### config.mk
export PLATFORM = sky130hd
export DESIGN_NAME = serial_add_ctrl
export DESIGN_NICKNAME = d
export VERILOG_FILES = /design/src/rtl/serial_add_ctrl_pkg.sv /design/src/rtl/fa_bit_cell.sv /design/src/rtl/serial_add_ctrl.sv
export SDC_FILE = /design/constraint.sdc
export NUM_CORES = 1
export LEC_CHECK = 0
export ABC_AREA = 0
export ABC_CLOCK_PERIOD_IN_PS = 1580
export CAP_MARGIN = 20
export CELL_PAD_IN_SITES_DETAIL_PLACEMENT = 0
export CELL_PAD_IN_SITES_GLOBAL_PLACEMENT = 2
export CORE_AREA = 2 2 83 85
export DETAILED_ROUTE_END_ITERATION = 7
export DIE_AREA = 0 0 85 87
export PLACE_DENSITY = 0.76
export SLEW_MARGIN = 10
export SYNTH_ARGS = -nofsm -noshare
export SYNTH_HDL_FRONTEND = slang
export SYNTH_HIERARCHICAL = 1
export SYNTH_SLANG_ARGS = --single-unit
### constraint.sdc
create_clock -name clk -period 1.58 [get_ports clk]
set_input_delay 0.158 -clock clk [delete_from_list [all_inputs] [get_ports clk]]
set_output_delay 0.158 -clock clk [all_outputs]
set_load 0.02 [all_outputs]
### src/rtl/serial_add_ctrl_pkg.sv
// Shared definitions for the bit-serial add/subtract sequencer.
// Holds the controller state encoding.
package serial_add_ctrl_pkg;

  typedef enum logic [1:0] {
    ST_IDLE = 2'd0,
    ST_RUN  = 2'd1,
    ST_DONE = 2'd2
  } state_e;

endpackage

### src/rtl/fa_bit_cell.sv
// One-bit full adder built from two half-adder stages and an OR for carry.
module fa_bit_cell (
  input  logic x,
  input  logic y,
  input  logic ci,
  output logic s,
  output logic co
);

  logic s1, c1, c2;

  assign s1 = x ^ y;
  assign c1 = x & y;
  assign s  = s1 ^ ci;
  assign c2 = s1 & ci;
  assign co = c1 | c2;

endmodule

### src/rtl/serial_add_ctrl.sv
// Bit-serial add/subtract: one full-adder cell, one bit per clock, LSB first.
// Result, carry-out and signed overflow are published together with a one-cycle done pulse.
module serial_add_ctrl
  import serial_add_ctrl_pkg::*;
#(
  parameter int unsigned WIDTH = 8
) (
  input  logic             clk,
  input  logic             rst_n,
  input  logic             start,
  input  logic             sub,
  input  logic [WIDTH-1:0] a,
  input  logic [WIDTH-1:0] b,
  input  logic             cin,
  output logic             busy,
  output logic             done,
  output logic [WIDTH-1:0] sum,
  output logic             cout,
  output logic             ovf
);

  localparam int unsigned CW = (WIDTH > 1) ? $clog2(WIDTH) : 1;
  localparam logic [CW-1:0] CntLast = CW'(WIDTH - 1);

  state_e           state;
  logic [WIDTH-1:0] opa, opb, res;
  logic [CW-1:0]    cnt;
  logic             carry;
  logic             cell_s, cell_co;

  fa_bit_cell u_cell (
    .x  (opa[0]),
    .y  (opb[0]),
    .ci (carry),
    .s  (cell_s),
    .co (cell_co)
  );

  always_ff @(posedge clk or negedge rst_n) begin
    if (!rst_n) begin
      state <= ST_IDLE;
      opa   <= '0;
      opb   <= '0;
      res   <= '0;
      cnt   <= '0;
      carry <= 1'b0;
      busy  <= 1'b0;
      done  <= 1'b0;
      sum   <= '0;
      cout  <= 1'b0;
      ovf   <= 1'b0;
    end else begin
      case (state)
        ST_IDLE: begin
          done <= 1'b0;
          if (start) begin
            opa   <= a;
            // Subtract as a + ~b + 1; cin is ignored.
            opb   <= sub ? ~b : b;
            carry <= sub ? 1'b1 : cin;
            cnt   <= '0;
            state <= ST_RUN;
            busy  <= 1'b1;
          end
        end
        ST_RUN: begin
          res   <= {cell_s, res[WIDTH-1:1]};
          opa   <= opa >> 1;
          opb   <= opb >> 1;
          carry <= cell_co;
          if (cnt == CntLast) begin
            // carry here is the carry into the MSB.
            sum   <= {cell_s, res[WIDTH-1:1]};
            cout  <= cell_co;
            ovf   <= carry ^ cell_co;
            done  <= 1'b1;
            state <= ST_DONE;
          end else begin
            cnt <= cnt + 1'b1;
          end
        end
        ST_DONE: begin
          done  <= 1'b0;
          busy  <= 1'b0;
          state <= ST_IDLE;
        end
        default: begin
          done  <= 1'b0;
          busy  <= 1'b0;
          state <= ST_IDLE;
        end
      endcase
    end
  end

endmodule

======== Yosys cells after proc, flatten, opt, wreduce, memory -nomap -nowiden ========
Index checks and enable logic that the tools add are counted.
Widths: inputs -> output; s select.
storage, ports and cells
  register bits ........................... 42
  logic and storage cells ................. 50
operators by class
  equality and inequality tests ........... 5
  muxes and demuxes ....................... 18
  reductions and logical operators ........ 7
  add/sub/neg operators ................... 1
  bitwise logic cells ..................... 8
operators by type and width
  kind                 count
  $pmux 8 s2           2
  $mux 8               3
  $not 8->8            1
  $reduce_and 2->1     4
  $mux 3               2
  $ne 2x2->1 const B   3
  $pmux 3 s2           1
  $mux 1               5
  $mux 2               2
  $pmux 1 s2           2
  $pmux 2 s2           1
  $add 3x1->3 const B  1
  $eq 3x3->1 const B   1
  $reduce_and 3->1     1
  $xor 1x1->1          3
  $and 1x1->1          2
  $eq 2x1->1 const B   1
  $logic_not 2->1      1
  $reduce_bool 2->1    1
  $not 1->1            1
  $or 1x1->1           1

======== Longest topological paths before layout ========
  depth in word-level cells ............... 4
  depth in mapped cells ................... 6

======== By module ========
The synthesis kept the hierarchy.
by module, submodules not included
  module           sequential area each (um^2)  cells each  area an instance (um^2)  instances
  serial_add_ctrl  1026.0                       165         1915.6                   1
  fa_bit_cell      0.0                          1           20.0                     1

======== Worst setup path after synthesis ========
No wires, ideal clock.
  path type ............................... reg2reg
  from .................................... register cnt[0]
  to ...................................... register sum[1]
  setup slack ............................. 0.004 ns
  cell stages (with the launch flop) ...... 6
  buffers on the path ..................... 1
  arrival ................................. 1.451 ns
  setup time .............................. 0.125 ns
  path through ............................ dfrtp_1 ha_1 ha_1 nand3b_1 buf_2 mux2_2
between the ends
  cells in the longest elaborated chain, start to end .. 2
RTL lines
  element                     line                   text
  from (decl)                 serial_add_ctrl.sv:27  logic [CW-1:0] cnt;
  from (signal assigned)      serial_add_ctrl.sv:79  cnt <= cnt + 1'b1;
  $eq 3x3->1                  serial_add_ctrl.sv:71  if (cnt == CntLast) begin
  $reduce_and 2->1 (no line)  n/a
  to (signal assigned)        serial_add_ctrl.sv:73  sum <= {cell_s, res[WIDTH-1:1]};
  to (decl)                   serial_add_ctrl.sv:17  output logic [WIDTH-1:0] sum,
Every way passes these cells.
A chain may end at the register's enable or synchronous reset.

======== Worst setup path in the final report ========
  from .................................... register cnt[1]
  to ...................................... register sum[7]
Same word-level chain as after synthesis.

==> results by group <==
Cells and area
  • Synth-to-layout area growth: 32.0%
  • Antenna cells: 0
  • Fillers: 634
  • Layout cells sized above 1: 22.4%
  • Nets: 234
  • Final core utilization: 38.9%

STA
  • Fin crit period: 1.51 ns
  • Fin crit share: 95.5%
  • Rel. slew slack: 81.8%
  • Final Setup Violations: 0
  • Final setup skew: 0.00515 ns
  • Slew Viols, Final: 0
  • TNS Setup: 0 ns
  • Setup ws final: 0.0708 ns
  • Actual slew at the worst max-slew pin: 0.273 ns
  • Final Hold Viols: 0
  • RSZ-0062 raised after global routing: false
  • Max Freq: 663 MHz

Critical path
  • Type of origin of the critical path: register
  • Crit path max fanout: 12
  • Worst EP required: 1.77 ns
  • Critical path class: reg -> reg
  • CP Capture Type: register
  • Worst EP arrival: 1.70 ns

Clocking
  • CTS H-tree lvls: 2
  • Longest Clk Path Bufs: 2
  • Clk pin slew, worst setup/hold paths: 0.08 ns
  • Cts bufs inserted: 5
  • CTS Root Cell: clkbuf_8
  • TritonCTS clock tree: done
  • Number of setup buffers added after CTS: 0
  • CTS Sinks: 41
  • Clock Latency Late Sink: 0.30 ns

Route
  • Via Count: 1378
  • Iteration-0 DRC Markers: 36
  • Routed WL: 3.92 mm
  • Wirelength per Cell: 13.5 µm
  • Via density: 4.75
  • Final ANT Viol Nets: 0
  • DRC Markers: 0
  • Drt pass-1 iters: 4

Hold path
  • Hold WC Path Type: in -> async

Floorplanning
  • Die H: 87 µm
  • Core Area: 6570 µm²
  • Io pins: 33
  • Initial core utilization: 29.5%
  • Die Wd: 85 µm
  • Rows: 30
  • Die area: 7400 µm²

Place
  • Setup Slack @ Placement: -0.0221 ns
  • DP HPWL: 2.66 mm
  • RePlAce Congestion: 0.736
  • Port buffer count: 32

GRT
  • GR Util All Layers: 11.5%
  • Vias in the first global route: 1348
  • First-pass GRT wire length: 6.64 mm
  • Initial antenna violation count: 0
  • GRT overflow: 0
  • Largest net degree at the start of global routing: 42

Pwr
  • Pwr/cell area: 1770 nW/µm²
  • Max VDD drop: 0.000749 V
  • Power, Total: 4.52 mW
  • Lkg Pwr: 1.08 nW

Synth
  • Synth Area per Inst: 11.7 µm²
  • Seq/Total Area, Yosys: 53.0%
  • Yosys reg bits: 41
  • Syn Inst Count: 166
  • Synth unique cells: 27
  • Syn nets: 191
  • Mapped cell area: 1940 µm²
  • YS warnings: 6

Run status
  • Result of the run: completed

Job
  • Max-capacitance violation count: 0
-- registers in the layout, indices dropped and copies added, names as in the netlist --
name and flops:
busy 1, opb 8, res 7, sum 8, ovf 1, cnt 3
state 2, carry 1, opa 8, done 1, cout 1
-- report_power, final --
part | internal, mW | total, mW | switching (mW)
logic | 1.03 | 1.83 | 0.797
clock network | 0.473 | 0.862 | 0.389
registers | 1.51 | 1.83 | 0.325
-- per-layer routing --
metal / up-vias / GRT usage [%] / wire length, µm
met5: - / 0 / 0
met2: 33 / 16.5 / 1690
li1: 680 / - / -
met4: 0 / 6.35 / 94
met3: 9 / 2.75 / 155
met1: 656 / 15.8 / 1980
-- synthesized netlist by cell type (all sizes together) --
library cell / count / area, µm²
a22o: 5 / 43.8
inv: 5 / 18.8
nor2: 2 / 7.51
ha: 3 / 37.5
a221o: 3 / 33.8
o21a: 1 / 7.51
o32ai: 3 / 26.3
nand2: 7 / 26.3
dfrtp: 41 / 1030
buf: 8 / 45.0
a21oi: 12 / 60.1
o211ai: 4 / 30.0
fa: 1 / 20.0
mux2: 17 / 191
clkbuf: 4 / 16.3
nand3b: 1 / 7.51
or3b: 1 / 8.76
o21ai: 11 / 55.1
nor2b: 8 / 50.1
or2: 2 / 12.5
nand2b: 2 / 12.5
xnor2: 8 / 70.1
and2b: 4 / 30.0
xor2: 1 / 8.76
a22oi: 12 / 90.1
-- kinds of logic (layout without fill, tap and decap cells) --
family          after synthesis  count (layout)  share of synthesized area, %
compound gates               51              51                          17.9
xor+xnor                      9               9                          4.07
fa+ha+maj                     4               4                          2.97
buf+inv                      17              61                          4.14
flops                        41              41                          53.0
mux                          17              17                          9.89
simple gates                 27              27                          8.02
-- layout make-up --
cell class	instances	area, µm²	share of cell area (%)
clock buffer	5	68.8	2.69
multi-input combinational	108	832	32.6
clock inverter	3	46.3	1.81
tap	80	100	3.92
inverter	5	18.8	0.735
sequential	41	1030	40.2
timing repair buffer	48	463	18.1
-- cells in the final DEF (no fill, tap or decap) --
cell / instances
nand3b_1: 1
a221o_2: 3
dlygate4sd3_1: 1
xor2_1: 1
clkinvlp_4: 1
a21oi_1: 12
a22o_1: 5
clkbuf_8: 5
clkdlybuf4s50_1: 31
fa_1: 1
nor2_1: 2
inv_1: 5
nand2b_1: 2
buf_2: 1
nor2b_1: 8
buf_4: 13
and2b_1: 4
bufinv_16: 1
buf_12: 2
ha_2: 1
nand2_1: 7
o21a_1: 1
o21ai_0: 11
xnor2_1: 8
a22oi_1: 12
clkinv_4: 1
o32ai_1: 3
or2_2: 2
or3b_1: 1
ha_1: 2
mux2_2: 17
dfrtp_1: 41
o211ai_1: 4
-- final timing paths --
kind                            startpoint  endpoint  slack [ns]  cells after the start
worst min-delay path                 rst_n    sum[4]        0.35                      3
worst min register to register        done      done        0.49                      1
min in group clk                      a[4]    opa[4]        0.48                      3
worst max-delay path                cnt[1]    sum[7]        0.07                      5
max in group asynchronous            rst_n    opb[0]        1.02                      3
worst max register to register      cnt[1]    sum[7]        0.07                      5
-- critical path: stages (launching register included) --
cell	delay (ns)
dfrtp_1	0.40
ha_2	0.19
ha_1	0.19
nand3b_1	0.13
buf_12	0.15
mux2_2	0.33
-- what timing repair did --
action	in CTS	in global routing
hold buffers	1	0
setup endpoints to repair	0	6
resized for setup	0	1
endpoints found under the hold margin	41	0
-- per-stage QoR --
step	area (µm²)	instances	hold WS [ns]
2_1_floorplan	1940	166	-0.138
3_3_place_gp	2430	281	0.150
3_5_place_dp	2430	281	0.150
4_1_cts	2550	290	0.355
5_1_grt	2550	290	0.376
6_report	2550	290	0.351
No activity file was read; power rests on OpenSTA's default activity.
